[src/rtl/gray_run_ctrl_pkg.sv]
// rtl/gray_run_ctrl_pkg.sv - shared state encoding and default widths for the gray counter sequencer
package gray_run_ctrl_pkg;

  localparam int DEF_CNT_W  = 3;
  localparam int DEF_STEP_W = 8;
  localparam int DEF_WRAP_W = 4;

  typedef enum logic [1:0] {
    ST_IDLE = 2'd0,
    ST_CLR  = 2'd1,
    ST_RUN  = 2'd2,
    ST_DONE = 2'd3
  } state_t;

endpackage

[src/rtl/gray_run_ctrl_checker.sv]
// rtl/gray_run_ctrl_checker.sv - flags any observed counter step that is not a legal gray transition
module gray_run_ctrl_checker
  import gray_run_ctrl_pkg::*;
#(
  parameter int CNT_W = DEF_CNT_W
) (
  input  logic             clk,
  input  logic             reset,
  input  logic [CNT_W-1:0] gray_in,
  input  logic             en,
  input  logic             restart,
  input  logic             clear,
  output logic             err
);

  logic [CNT_W-1:0] gray_d;
  logic             en_d;
  logic             chk_vld;
  logic [CNT_W-1:0] diff;
  logic             one_flip;
  logic             step_ok;

  // An enabled step must flip exactly one bit; an idle cycle must flip none.
  assign diff     = gray_in ^ gray_d;
  assign one_flip = (diff != '0) && ((diff & (diff - 1'b1)) == '0);
  assign step_ok  = en_d ? one_flip : (diff == '0);

  always_ff @(posedge clk) begin
    if (reset) begin
      gray_d  <= '0;
      en_d    <= 1'b0;
      chk_vld <= 1'b0;
      err     <= 1'b0;
    end else begin
      gray_d  <= gray_in;
      en_d    <= en;
      chk_vld <= ~restart;
      if (clear)
        err <= 1'b0;
      else if (chk_vld && !step_ok)
        err <= 1'b1;
    end
  end

endmodule

[src/rtl/gray_run_ctrl.sv]
// rtl/gray_run_ctrl.sv - runs N enabled steps of a gray counter with optional clear, overflow stop and pause
module gray_run_ctrl
  import gray_run_ctrl_pkg::*;
#(
  parameter int CNT_W  = DEF_CNT_W,
  parameter int STEP_W = DEF_STEP_W,
  parameter int WRAP_W = DEF_WRAP_W
) (
  input  logic              Clk,
  input  logic              Reset,
  input  logic              Cmd_valid,
  output logic              Cmd_ready,
  input  logic [STEP_W-1:0] Cmd_steps,
  input  logic              Cmd_clear,
  input  logic              Cmd_stop_ovf,
  input  logic              Pause,
  input  logic              Abort,
  input  logic [CNT_W-1:0]  Gray_in,
  input  logic              Ovf_in,
  output logic              En,
  output logic              Cnt_clr,
  output logic              Busy,
  output logic              Done,
  output logic [STEP_W-1:0] Steps_left,
  output logic              Ovf_seen,
  output logic [WRAP_W-1:0] Wrap_cnt,
  output logic              Err
);

  state_t state, state_nxt;
  logic   stop_ovf_l;
  logic   ovf_d;
  logic   ovf_evt;
  logic   accept;

  assign ovf_evt = Ovf_in & ~ovf_d;
  assign accept  = (state == ST_IDLE) & Cmd_valid & Cmd_ready;

  always_ff @(posedge Clk) begin
    if (Reset)
      state <= ST_IDLE;
    else
      state <= state_nxt;
  end

  always_comb begin
    state_nxt = state;
    if (Abort) begin
      state_nxt = ST_IDLE;
    end else begin
      case (state)
        ST_IDLE: begin
          if (accept) begin
            if (Cmd_clear)
              state_nxt = ST_CLR;
            else if (Cmd_steps == '0)
              state_nxt = ST_DONE;
            else
              state_nxt = ST_RUN;
          end
        end
        ST_CLR:  state_nxt = (Steps_left == '0) ? ST_DONE : ST_RUN;
        ST_RUN: begin
          if (stop_ovf_l && ovf_evt)
            state_nxt = ST_DONE;
          else if (En && (Steps_left == {{(STEP_W-1){1'b0}}, 1'b1}))
            state_nxt = ST_DONE;
        end
        ST_DONE: state_nxt = ST_IDLE;
        default: state_nxt = ST_IDLE;
      endcase
    end
  end

  // Abort masks every strobe in the cycle it is seen.
  always_comb begin
    Cmd_ready = (state == ST_IDLE) & ~Abort;
    En        = (state == ST_RUN) & ~Pause & ~(stop_ovf_l & ovf_evt) & ~Abort;
    Cnt_clr   = (state == ST_CLR) & ~Abort;
    Done      = (state == ST_DONE) & ~Abort;
    Busy      = (state != ST_IDLE);
  end

  always_ff @(posedge Clk) begin
    if (Reset) begin
      Steps_left <= '0;
      stop_ovf_l <= 1'b0;
      ovf_d      <= 1'b0;
      Ovf_seen   <= 1'b0;
      Wrap_cnt   <= '0;
    end else begin
      ovf_d <= Ovf_in;
      if (Abort) begin
        Steps_left <= '0;
      end else if (accept) begin
        Steps_left <= Cmd_steps;
        stop_ovf_l <= Cmd_stop_ovf;
        Ovf_seen   <= 1'b0;
        Wrap_cnt   <= '0;
      end else begin
        if (En)
          Steps_left <= Steps_left - 1'b1;
        if ((state != ST_IDLE) && ovf_evt) begin
          Ovf_seen <= 1'b1;
          if (Wrap_cnt != '1)
            Wrap_cnt <= Wrap_cnt + 1'b1;
        end
      end
    end
  end

  gray_run_ctrl_checker #(
    .CNT_W(CNT_W)
  ) u_checker (
    .clk     (Clk),
    .reset   (Reset),
    .gray_in (Gray_in),
    .en      (En),
    .restart (accept | Cnt_clr),
    .clear   (accept),
    .err     (Err)
  );

endmodule
[config.mk]
export PLATFORM = sky130hd
export DESIGN_NAME = gray_run_ctrl
export DESIGN_NICKNAME = d
export VERILOG_FILES = /design/src/rtl/gray_run_ctrl_pkg.sv /design/src/rtl/gray_run_ctrl_checker.sv /design/src/rtl/gray_run_ctrl.sv
export SDC_FILE = /design/constraint.sdc
export NUM_CORES = 1
export LEC_CHECK = 0
export ABC_AREA = 0
export BUFFER_PORTS_ARGS = -buffer_cell sky130_fd_sc_hd__clkbuf_2
export CAP_MARGIN = 10
export CORE_UTILIZATION = 54
export CTS_CLUSTER_SIZE = 12
export DETAILED_ROUTE_END_ITERATION = 10
export GPL_TIMING_DRIVEN = 0
export PLACE_DENSITY = 0.83
export SYNTH_ARGS = -nofsm -noshare
export SYNTH_HDL_FRONTEND = slang
export SYNTH_SLANG_ARGS = --single-unit
[constraint.sdc]
create_clock -name Clk -period 3.6 [get_ports Clk]
set_input_delay 0.36 -clock Clk [delete_from_list [all_inputs] [get_ports Clk]]
set_output_delay 0.36 -clock Clk [all_outputs]
set_load 0.02 [all_outputs]
==> flow_summary.yaml <==
pwr:
  power_leakage_nw: 0.652
  vdd_drop_max_uv: 168
  power_density_nw_per_um2: 317
timing:
  rsz0062_at_grt: "false"
  max_freq_mhz: 503
  slew_headroom_pct: 68.6
  tightest_slew_ps: 467
  slew_violations: 0
  fin_tns_setup_ps: 0
  min_period_over_period_pct: 55.2
  hold_viol: 0
  setup_viol: 0
  fin_crit_ps: 1990
  skew_ps: 4.31
job:
  cap_violations: 0
floorplanning:
  io_pins: 38
  die-area_um2: 2580
  num_rows: 17
  core_um2: 2230
  die_h_um: 50.8
  die_w_um: 50.8
  initial_utilization_pct: 57.6
yosys:
  ys_seq_area_share_pct: 35.8
  ys.warnings.count: 0
  yosysUniqueCellTypes: 39
  synth-edff-count: 0
  synth_async_sr_flop_share_pct: 0
  synth.net_count: 181
  syn_inst: 153
  synthFlopType: "dfxtp_1"
  ys_seq_elements: 23
  netlist_area_um2: 1290
  synth_area_per_cell_um2: 8.41
clock_network:
  tritoncts: "done"
  ctsHoldBuffers: 0
  cts_max_path_buffers: 2
  root_buffer: "clkbuf_4"
  clk_pin_slew_ps: 130
  clock_latency_ps: 310
  post_cts_buffers: 0
  ctsResizeCount: 0
  htree_num_levels: 1
  cts.sinks: 23
  cts_made_buffers: 3
final_layout:
  finalNetCount: 223
  multi_input_area_um2: 781
  seqCellArea_um2: 460
  antenna_cells: 0
  stdcell_area_um2: 1540
  syn_to_final_growth_pct: 19.2
  drive_above_1_share_pct: 26.3
  fill_cells: 190
min_path:
  min_to: "stop_ovf_l"
  min_path_type: "input port to register"
  hp-start: "Cmd_stop_ovf"
  holdPathStages: 3
worst_setup_path:
  regToRegStartpoint: "state[0]"
  slowest_delay_ps: 460
  cp_max_fo: 5
  r2r_end: "Wrap_cnt[3]"
  crit_buf_inv: 1
  cp_cell_sequence: "inv_1 > ha_1 > nor4b_2 > a21oi_1 > or3_1 > a21oi_1"
  r2r_setup_slack_ps: 1610
  critical-path-top-delay-family: "simple AND/OR/NAND/NOR gates"
  crit_top_cell: "a21oi_1"
  arrival_ps: 2230
  end_kind: "register"
  worstSetupPathType: "register to register"
  r2r.worst_path.cells: 6
  cp-start-kind: "register"
  crit_start: "state[0]"
  slowest_stage: "nor4b_2"
  cp.required_ps: 3850
drt:
  drtIter0Drc: 23
  drc: 0
  num_vias: 1248
  finalWirelength_um: 2980
  first_pass_iters: 4
  drt-vias-per-instance: 5.62
  wl_per_cell_um: 13.4
  ant_nets: 0
global_routing:
  grt-ovfl-total: 0
  first_global_vias: 1175
  grt_pass1_wl_um: 5020
  antenna_found_initial: 0
  grtUsageTotal_pct: 25.4
  grt_start_max_net_pins: 14
placed_design:
  gp_congestion: 0.904
  dp_hpwl_um: 2330
  post_dp_cell_area_um2: 1510
  port_buffers: 37
outcome:
  status: "finished, final reports clean"
[stage by stage]
| step | power [mW] | setup slack (ps) | cells | hold slack (ps) | util (%) |
|---|---|---|---|---|---|
| after floorplan | 0.337 | 1870 | 153 | 429 | - |
| after global placement | 0.367 | 1720 | 218 | 446 | 67.5 |
| after detailed placement | 0.371 | 1640 | 218 | 457 | 67.5 |
| after CTS | 0.493 | 1620 | 222 | 256 | 68.7 |
| after global routing | 0.512 | 1480 | 222 | 265 | 68.7 |
| final | 0.487 | 1610 | 222 | 270 | 68.7 |
[final cells by class]
| cell class | count | area share (%) |
|---|---|---|
| flip-flops and latches | 23 | 30.0 |
| plain buffers | 4 | 1.06 |
| inverters | 8 | 1.96 |
| clock inverters | 1 | 0.326 |
| multi-input cells | 118 | 50.9 |
| clock buffers | 3 | 1.47 |
| well taps | 28 | 2.28 |
| repair buffers | 37 | 12.1 |
[Yosys cell counts, types with 2 or more instances]
master     count  area [µm²]
xor2_1         4        35.0
or2_2          2        12.5
nand2_1        9        33.8
nand3_1        9        45.0
clkbuf_1       2        7.51
or3_1          3        18.8
nor4_1         3        18.8
o31ai_1        2        15.0
a211oi_1       3        22.5
nor2b_1        8        50.1
inv_1          8        30.0
or3_2          2        15.0
nand4_1        2        12.5
a21oi_1        9        45.0
o211ai_1       2        15.0
nor2_1        18        67.6
o2111ai_1      2        17.5
dfxtp_1       23         460
a31oi_1        3        18.8
ha_1           9         113
o21ai_0        8        40.0
xnor2_1        5        43.8
[cell usage in the layout (no fill, tap or decap), types with 2 or more instances in the layout]
cell        n
xor2_1      4
clkbuf_1    2
a21oi_1     9
nor2b_1     8
o211ai_1    2
clkbuf_2   37
o2111ai_1   2
xnor2_1     5
nand4_1     2
dfxtp_1    23
a31oi_1     3
a211oi_1    3
or2_2       2
nor2_1     18
or3_2       2
nor4_1      3
o21ai_0     8
nand3_1     9
o31ai_1     2
or3_1       3
clkbuf_4    3
inv_1       8
ha_1        9
nand2_1     9
[where the power goes]
part,switching [mW],internal [mW]
clock network,0.0787,0.0414
registers,0.00869,0.264
logic,0.0558,0.0386
[how the worst max path moves through the flow]
stage	slack, ps	endpoint	depth (start not counted)
floorplan	1870	Wrap_cnt[3]	6
global route	1480	Wrap_cnt[3]	6
CTS	1620	Wrap_cnt[3]	6
detailed placement	1640	Wrap_cnt[3]	6
finish	1610	Wrap_cnt[3]	6
global placement	1720	Wrap_cnt[3]	6
[sequential cells by signal, indices dropped and copies added, names as in the netlist]
register / cells
ovf_d: 1
u_checker.gray_d: 3
u_checker.en_d: 1
state: 2
u_checker.err: 1
Wrap_cnt: 4
Ovf_seen: 1
stop_ovf_l: 1
u_checker.chk_vld: 1
Steps_left: 8
[kinds of logic after synthesis]
| family | synth area share (%) |
|---|---|
| and+or+nand+nor | 28.8 |
| AOI/OAI and AO/OA | 16.1 |
| DFF | 35.8 |
| buffers and inverters | 3.60 |
| xor gates and xnor gates | 6.12 |
| adders and majority gates | 8.75 |
| muxes | 0.875 |
[per-layer routing]
layer	track usage, %	vias to the layer above	wire length, µm
met3	3.27	2	183
met5	0	-	0
li1	-	629	-
met1	32.5	561	1390
met2	43.8	56	1390
met4	8.80	0	14
[tightest hold or removal path: stages]
cell and delay (ps):
clkbuf_2 80, nand2_1 50, a21oi_1 50
Power figures use the tool's default switching activity.
